### src/rtl/onchip_mem_arbiter_pkg.sv
// Shared types and constants for the two-master on-chip memory arbiter.
package onchip_mem_arbiter_pkg;

  // Default geometry of the memory port.
  localparam int DEFAULT_ADDR_W = 8;
  localparam int DEFAULT_DATA_W = 32;

  // Legal range of the memory read latency, in clock cycles.
  localparam int RD_LAT_MIN = 1;
  localparam int RD_LAT_MAX = 2;

  // Identifies which master owns a transfer.
  typedef enum logic {
    MASTER_0 = 1'b0,
    MASTER_1 = 1'b1
  } master_id_e;

  // Arbiter phase: HOLD covers reset and the single cycle after release.
  typedef enum logic {
    PH_HOLD = 1'b0,
    PH_RUN  = 1'b1
  } phase_e;

  // The master that did not win last time; used to break ties.
  function automatic master_id_e other_master(input master_id_e m);
    return (m == MASTER_0) ? MASTER_1 : MASTER_0;
  endfunction

endpackage

### src/rtl/rd_tag_pipe.sv
// Read-tag shift register: follows each granted read through the memory
// latency so the returning data can be steered to its owner.
module rd_tag_pipe
  import onchip_mem_arbiter_pkg::*;
#(
  parameter int DEPTH = 1
) (
  input  logic       clk_i,
  input  logic       rst_i,
  input  logic       push_valid_i,
  input  master_id_e push_id_i,
  output logic       pop_valid_o,
  output master_id_e pop_id_o
);

  logic [DEPTH-1:0] valid_q, valid_d;
  master_id_e       id_q [DEPTH];
  master_id_e       id_d [DEPTH];

  // Next stage contents: new tag into stage 0, everything else shifts down.
  always_comb begin
    valid_d    = valid_q;
    id_d       = id_q;
    valid_d[0] = push_valid_i;
    id_d[0]    = push_id_i;
    for (int i = 1; i < DEPTH; i++) begin
      valid_d[i] = valid_q[i-1];
      id_d[i]    = id_q[i-1];
    end
  end

  // Tag registers; reset drops every read still in flight.
  always_ff @(posedge clk_i or posedge rst_i) begin
    if (rst_i) begin
      valid_q <= '0;
      id_q    <= '{default: MASTER_0};
    end else begin
      valid_q <= valid_d;
      id_q    <= id_d;
    end
  end

  assign pop_valid_o = valid_q[DEPTH-1];
  assign pop_id_o    = id_q[DEPTH-1];

endmodule

### src/rtl/onchip_mem_arbiter.sv
// Round-robin arbiter that lets two masters share one on-chip memory port.
// Handshake: a master holds read/write with stable address/data until it
// sees waitrequest low in the same cycle; that cycle completes the transfer.
// Read data comes back RD_LAT cycles later, qualified by readdatavalid.
module onchip_mem_arbiter
  import onchip_mem_arbiter_pkg::*;
#(
  parameter int ADDR_W = DEFAULT_ADDR_W,
  parameter int DATA_W = DEFAULT_DATA_W,
  parameter int RD_LAT = 1
) (
  input  logic                clk,
  input  logic                reset,
  input  logic [ADDR_W-1:0]   m0_address,
  input  logic                m0_read,
  input  logic                m0_write,
  input  logic [DATA_W-1:0]   m0_writedata,
  input  logic [DATA_W/8-1:0] m0_byteenable,
  output logic                m0_waitrequest,
  output logic [DATA_W-1:0]   m0_readdata,
  output logic                m0_readdatavalid,
  input  logic [ADDR_W-1:0]   m1_address,
  input  logic                m1_read,
  input  logic                m1_write,
  input  logic [DATA_W-1:0]   m1_writedata,
  input  logic [DATA_W/8-1:0] m1_byteenable,
  output logic                m1_waitrequest,
  output logic [DATA_W-1:0]   m1_readdata,
  output logic                m1_readdatavalid,
  output logic [ADDR_W-1:0]   mem_address,
  output logic                mem_clken,
  output logic                mem_chipselect,
  output logic                mem_write,
  output logic [DATA_W-1:0]   mem_writedata,
  output logic [DATA_W/8-1:0] mem_byteenable,
  input  logic [DATA_W-1:0]   mem_readdata,
  output logic                mem_reset_req
);

  // Out-of-range latencies are pinned to the nearest legal depth.
  localparam int TAG_DEPTH = (RD_LAT > RD_LAT_MAX) ? RD_LAT_MAX :
                             (RD_LAT < RD_LAT_MIN) ? RD_LAT_MIN : RD_LAT;

  phase_e     phase_q, phase_d;
  master_id_e last_grant_q, last_grant_d;
  logic       run;
  logic       req0, req1;
  logic       gnt0, gnt1;
  logic       rd_push;
  master_id_e push_id;
  logic       pop_valid;
  master_id_e pop_id;

  assign req0 = m0_read | m0_write;
  assign req1 = m1_read | m1_write;

  // Phase register: reset parks the arbiter in HOLD.
  always_ff @(posedge clk or posedge reset) begin
    if (reset) phase_q <= PH_HOLD;
    else       phase_q <= phase_d;
  end

  // Next phase: HOLD lasts exactly one cycle past reset release.
  always_comb begin
    phase_d = phase_q;
    case (phase_q)
      PH_HOLD: phase_d = PH_RUN;
      default: phase_d = PH_RUN;
    endcase
  end

  // Phase outputs: grants only in RUN, memory reset request during HOLD.
  always_comb begin
    run           = (phase_q == PH_RUN);
    mem_reset_req = (phase_q == PH_HOLD);
  end

  // Grant: a sole requester wins; a tie goes to the master not served last.
  always_comb begin
    gnt0 = 1'b0;
    gnt1 = 1'b0;
    if (run) begin
      if (req0 && req1) begin
        gnt0 = (other_master(last_grant_q) == MASTER_0);
        gnt1 = ~gnt0;
      end else begin
        gnt0 = req0;
        gnt1 = req1;
      end
    end
  end

  // Remember the winner; idle cycles leave the history untouched.
  always_comb begin
    last_grant_d = last_grant_q;
    if (gnt0)      last_grant_d = MASTER_0;
    else if (gnt1) last_grant_d = MASTER_1;
  end

  // Round-robin history; reset favours m0 on the first tie.
  always_ff @(posedge clk or posedge reset) begin
    if (reset) last_grant_q <= MASTER_1;
    else       last_grant_q <= last_grant_d;
  end

  // Memory command mux: the granted master drives the port, idle is all-zero.
  always_comb begin
    mem_chipselect = 1'b0;
    mem_write      = 1'b0;
    mem_address    = '0;
    mem_writedata  = '0;
    mem_byteenable = '0;
    if (gnt0) begin
      mem_chipselect = 1'b1;
      mem_write      = m0_write;
      mem_address    = m0_address;
      mem_writedata  = m0_writedata;
      mem_byteenable = m0_byteenable;
    end else if (gnt1) begin
      mem_chipselect = 1'b1;
      mem_write      = m1_write;
      mem_address    = m1_address;
      mem_writedata  = m1_writedata;
      mem_byteenable = m1_byteenable;
    end
  end

  // Read+write together counts as a write, so only pure reads are tagged.
  assign rd_push = mem_chipselect & ~mem_write;
  assign push_id = gnt1 ? MASTER_1 : MASTER_0;

  rd_tag_pipe #(
    .DEPTH(TAG_DEPTH)
  ) u_rd_tag_pipe (
    .clk_i       (clk),
    .rst_i       (reset),
    .push_valid_i(rd_push),
    .push_id_i   (push_id),
    .pop_valid_o (pop_valid),
    .pop_id_o    (pop_id)
  );

  assign mem_clken        = ~reset;
  assign m0_waitrequest   = ~run | (req0 & ~gnt0);
  assign m1_waitrequest   = ~run | (req1 & ~gnt1);
  assign m0_readdatavalid = pop_valid & (pop_id == MASTER_0);
  assign m1_readdatavalid = pop_valid & (pop_id == MASTER_1);
  assign m0_readdata      = mem_readdata;
  assign m1_readdata      = mem_readdata;

endmodule

### config.mk
export PLATFORM = sky130hd
export DESIGN_NAME = onchip_mem_arbiter
export DESIGN_NICKNAME = d
export VERILOG_FILES = /design/src/rtl/onchip_mem_arbiter_pkg.sv /design/src/rtl/rd_tag_pipe.sv /design/src/rtl/onchip_mem_arbiter.sv
export SDC_FILE = /design/constraint.sdc
export NUM_CORES = 1
export LEC_CHECK = 0
export ABC_AREA = 1
export CAP_MARGIN = 15
export CORE_AREA = 3 3 93 95
export DETAILED_ROUTE_END_ITERATION = 8
export DIE_AREA = 0 0 96 98
export HOLD_SLACK_MARGIN = 0.15
export PLACE_DENSITY = 0.65
export SYNTH_ARGS = -nofsm -noshare
export SYNTH_HDL_FRONTEND = slang
export SYNTH_SLANG_ARGS = --single-unit
### constraint.sdc
create_clock -name clk -period 3.65 [get_ports clk]
set_input_delay 0.73 -clock clk [delete_from_list [all_inputs] [get_ports clk]]
set_output_delay 0.73 -clock clk [all_outputs]
set_load 0.02 [all_outputs]
======== Word-level counts from Yosys, hierarchy flattened ========
Cells that the tools add are included.
word-level totals
  register bits after elaboration ......... 4
  input port bits ......................... 126
  output and inout bits ................... 116
  logic and storage cells ................. 38
operators by class
  mux-type cells .......................... 17
  bitwise gates (word level) .............. 15
  reduce and logical (&&, ||, !) cells .... 2
operators with widths
  operator             number
  $mux W32             2
  $mux W8              2
  $mux W1              11
  $mux W4              2
  $not A1 Y1           6
  $and A1 B1 Y1        5
  $or A1 B1 Y1         4
  $reduce_bool A2 Y1   1
  $logic_and A1 B1 Y1  1

======== Logic depth before layout (Yosys ltp) ========
  depth after elaboration ................. 8
  mapped depth ............................ 8
  mapped depth without buffers ............ 6

======== Hierarchy ========
Synthesis repeated with hierarchy kept, for this count alone.
unflattened totals
  cells, all modules ...................... 242
  area total of the unflattened synthesis .. 1295.0 um2
modules (own cells, without submodules)
  module              instances  cells an instance  area an instance (um2)  sequential area each (um2)
  onchip_mem_arbiter  1          239                1241.2                  51.3
  rd_tag_pipe         1          3                  53.8                    50.0

======== Least setup slack after synthesis ========
Ideal clock, no wire load.
  kind .................................... input to output
  start ................................... input port m1_read
  end ..................................... output port mem_byteenable[0]
  arrival ................................. 1.477 ns
  required time ........................... 2.920 ns
  path slack .............................. 1.443 ns
  cell stages on the path ................. 6
  buffers on the path ..................... 1
  cells stage by stage .................... nor2_1 > o21ai_2 > nor2_4 > buf_2 > nand2_1 > nand2_1
between the ends
  word-level cells in the longest chain between the ends .. 6
  elaborated cells on any way between the ends .. 8
  those cells by class .................... mux: 6; bitwise: 1; reduce/logical: 1
RTL lines
  what                 line                       text
  start: declaration   onchip_mem_arbiter.sv:23   input logic m1_read,
  $or A1 B1 Y1 (*)     onchip_mem_arbiter.sv:55   assign req1 = m1_read | m1_write;
  $logic_and A1 B1 Y1  onchip_mem_arbiter.sv:83   if (req0 && req1) begin
  $mux W1              onchip_mem_arbiter.sv:83
  $mux W1              onchip_mem_arbiter.sv:82   if (run) begin
  $mux W4              onchip_mem_arbiter.sv:119  end else if (gnt1) begin
  $mux W4 (*)          onchip_mem_arbiter.sv:113  if (gnt0) begin
  end: declaration     onchip_mem_arbiter.sv:35   output logic [DATA_W/8-1:0] mem_byteenable,
Every way passes the cells marked *; elsewhere a longest branch is shown, timed or not.

======== Final worst setup path ========
  start ................................... input port m1_write
  end ..................................... output port mem_writedata[2]
between the ends
  word-level cells in the longest chain between the ends .. 6
  elaborated cells on any way between the ends .. 8
  those cells by class .................... mux: 6; bitwise: 1; reduce/logical: 1
RTL lines
  what                 line                       text
  start: declaration   onchip_mem_arbiter.sv:24   input logic m1_write,
  $or A1 B1 Y1 (*)     onchip_mem_arbiter.sv:55
  $logic_and A1 B1 Y1  onchip_mem_arbiter.sv:83
  $mux W1              onchip_mem_arbiter.sv:83
  $mux W1              onchip_mem_arbiter.sv:82
  $mux W32             onchip_mem_arbiter.sv:119
  $mux W32 (*)         onchip_mem_arbiter.sv:113
  end: declaration     onchip_mem_arbiter.sv:34   output logic [DATA_W-1:0] mem_writedata,
Marks and branches as above.

==> impl_summary.log <==
INFO  metric number_of_pins_with_negative_max_slew_slack_in_the_final_report = 0
INFO  metric dieHeight = 98 um
INFO  metric fin_util = a little under a third
INFO  metric num-nets-final = ~450
INFO  metric first_global_vias = between 1k and 1.5k
INFO  metric gp_congestion = 0.695
INFO  metric swShare = around two fifths
INFO  metric die_area = around 9400 um2
INFO  metric antenna_cells_inserted = 0
INFO  metric cts.path.max_buffers = 2
INFO  metric synth.yosys.seq_area_share = between 7 and 8%
INFO  metric timing.critical_path.to_type = output port
INFO  metric syn_inst = 241
INFO  metric drtAntennaViolNets = 0
INFO  metric syn2layout_area_growth = 87.4%
INFO  metric cp_num_cells = 9
INFO  metric htree_levels = 1
INFO  metric finish.cell_count_without_fillers = approximately 420
INFO  metric antenna_found_initial = 0
INFO  metric syn-mean-instance-area = approximately 5.4 um2
INFO  metric globalRoute.totalOverflow = 0
INFO  metric dr.first_iter.drc_count = 17
INFO  metric grt_pass1_wl = roughly 6.4 mm
INFO  metric route.detailed.drc = 0
INFO  metric synth-warning-count = 0
INFO  metric post_route_cells_drive_above_1_share = between 4 and 5%
INFO  metric maxCapViolations = 0
INFO  metric power.density_cell_area = roughly 300 nW/um2
INFO  metric grtUsageTotal = 8.30%
INFO  metric worstPathRequired = between 2000 and 3000 ps
INFO  metric io_pins = 242
INFO  metric net-switching-power = approximately 0.00029 W
INFO  metric timing.final.setup_violations = 0
INFO  metric cts.clk_slew.worst_paths = around 30 ps
INFO  metric worst_setup_path_startpoint = m1_write
INFO  metric p_comb_share = slightly below 80%
INFO  metric cts_resized = 0
INFO  metric crit_path_max_fanout = 23
INFO  metric numCtsBuffers = 3
INFO  metric vias = between 1.5k and 2k
INFO  metric detail_route.vias_per_cell = 3.72
INFO  metric rsz_0062_raised_after_global_routing = no
INFO  metric avgRoutedWirePerCell = roughly 10 um
INFO  metric placedCellCount = 420
INFO  metric largest_net_degree_at_the_start_of_global_routing = 24
INFO  metric cts_hold_buf = 0
INFO  metric clock.fmax = between 200 and 300 MHz
INFO  metric postRouteWirelength = ~4.5 mm
INFO  metric core = 7810 um2
INFO  metric regToRegEndpoint = last_grant_q
INFO  metric clock_power_share = around 14%
INFO  metric synth_nets = 367
INFO  metric post-dp-hpwl = between 3 and 4 mm
INFO  metric worstPathArrival = approximately 2600 ps
INFO  metric sequential_power_share = a little under a tenth
INFO  metric numClockSinks = 4
INFO  metric finalCritPeriodShare = between 90% and 100%
INFO  metric reg2reg_from = last_grant_q
INFO  metric io_buffers = about 150
INFO  metric tritoncts = yes
INFO  metric register_area = 101 um2
INFO  metric cells_traversed_along_the_worst_timing_path = clkdlybuf4s50_1 > inv_1 > nand2_1 > o21ai_1 > nor2_4 > buf_4 > nand2_1 > nand2_1 > clkdlybuf4s50_1
INFO  metric delay_heaviest_family_cp = buffers and inverters
INFO  metric netlist_area = roughly 1300 um2
INFO  metric reg2reg_setup_slack = around 2200 ps
INFO  metric yosys.cell_types.count = 16
INFO  metric initial_core_util = roughly 17%
INFO  metric report.power.total = ~0.00071 W
INFO  metric drt_pre_antenna_iters = 4
INFO  metric timing.hold.worst.class = register to register
INFO  metric crit_slowest_cell = clkdlybuf4s50_1
INFO  metric chipWidth = between 90 and 100 um
INFO  metric crit_path_max_incr_delay = between 600 and 700 ps
INFO  metric min_period = ~3400 ps
INFO  metric post-cts-setup-buffer-count = 0
INFO  metric clkLatencyLatePin = 220 ps
INFO  metric multi_input_comb_area = 607 um2
INFO  metric worst_setup_path_endpoint = mem_writedata[2]
INFO  metric power.ir.vdd_worst = between 0.1 and 0.15 mV
INFO  metric final_layout_worst_hold_slack = around 530 ps
INFO  metric timing.critical_path.from_type = input pin
INFO  metric cts-root-buf = clkbuf_8
INFO  metric final-hold-violation-count = 0
INFO  metric power_report.internal_total = between 0.0004 and 0.0005 W
INFO  metric finClkSkew = about 5.6 ps
INFO  metric placement_rows = 32
INFO  metric timing.reg2reg.worst_path_depth = 7
INFO  metric number_of_filler_cells_placed_in_the_layout = 857
INFO  metric synth-seq-cells = 4
INFO  metric status = finished clean
INFO  metric setup_total_negative_slack = 0 ps
INFO  metric path_buf_inv = 4
INFO  metric path_common_cell = nand2_1
INFO  metric crit_type = input pin to output port
INFO  metric static-leakage-power = between 1 and 1.5 nW
## state kept, by name (all words and copies together), names as in the netlist
register and flops:
last_grant_q 1, phase_q 1, u_rd_tag_pipe.pop_id_o 1, u_rd_tag_pipe.pop_valid_o 1
## Yosys cell counts
master   count  area (um2)
conb_1       1        3.75
buf_6        4        45.0
buf_4       64         480
nor2_2       1        6.26
nor2_4       1        11.3
dfrtp_1      3        75.1
nand3_1      4        20.0
inv_2        1        3.75
inv_1        9        33.8
buf_2        5        25.0
o21ai_2      1        8.76
nand2_2      1        6.26
o21ai_1      1        5.00
nand2_1    137         514
nor2_1       7        26.3
dfstp_2      1        26.3
## kinds of logic after synthesis
kind of cell	Yosys count	share of synthesized area, %
compound gates	2	1.07
other cells	1	0.290
flops	4	7.85
simple gates	151	45.3
buf+inv	83	45.5
## worst min-delay path by stage
| stage | from | to | slack, ps | cells past startpoint |
|---|---|---|---|---|
| finish | last_grant_q | last_grant_q | 530 | 2 |
| floorplan | last_grant_q | last_grant_q | 500 | 2 |
| global route | last_grant_q | last_grant_q | 560 | 2 |
| detailed placement | last_grant_q | last_grant_q | 530 | 2 |
| CTS | last_grant_q | last_grant_q | 530 | 2 |
| global placement | last_grant_q | last_grant_q | 520 | 2 |
## layout make-up
cell class	count	share of cell area, %
clock buffer	4	1.86
multi-input combinational	154	25.1
inverter	10	1.55
timing repair buffer	150	62.0
sequential	4	4.19
tap	102	5.27
## worst reg2reg max path, cell delays in order, from the launching register on
cell and delay, ps:
dfstp_2 560, inv_1 60, o21ai_1 210, nor2_4 70, buf_4 210, buf_4 150
nor2_1 80, nor2_1 40
## cell usage in the layout (no fill, tap or decap), drive strengths merged
master | netlist | final
clkdlybuf4s50 | 0 | 145
nand2 | 138 | 138
inv | 10 | 10
nor2 | 9 | 9
buf | 73 | 5
nand3 | 4 | 4
clkbuf | 0 | 4
dfrtp | 3 | 3
o21ai | 2 | 2
dfstp | 1 | 1
conb | 1 | 1
## per-stage QoR
step	cell area (um2)	worst slack (ps)
finish	2420	278
detailed placement	2370	245
floorplan	1290	1440
global placement	2370	280
CTS	2420	241
global route	2420	136
## power by group through the flow
| stage | sequential, W | combinational, W | clock, W |
|---|---|---|---|
| global route | 0.0000661 | 0.000586 | 0.000104 |
| floorplan | 0.0000625 | 0.000358 | 0 |
| CTS | 0.0000643 | 0.000555 | 0.000102 |
| detailed placement | 0.0000648 | 0.000550 | 0 |
| finish | 0.0000642 | 0.000543 | 0.0000980 |
| global placement | 0.0000643 | 0.000547 | 0 |
## per-layer routing
layer | GRT usage (%) | up-vias | part of all wire [%]
li1 | - | 808 | -
met1 | 7.31 | 636 | 33
met3 | 3.47 | 22 | 15
met5 | 0 | - | 0
met4 | 4.05 | 0 | 3.5
met2 | 15.6 | 113 | 48
Note: power is estimated with default switching activity, not from simulation.
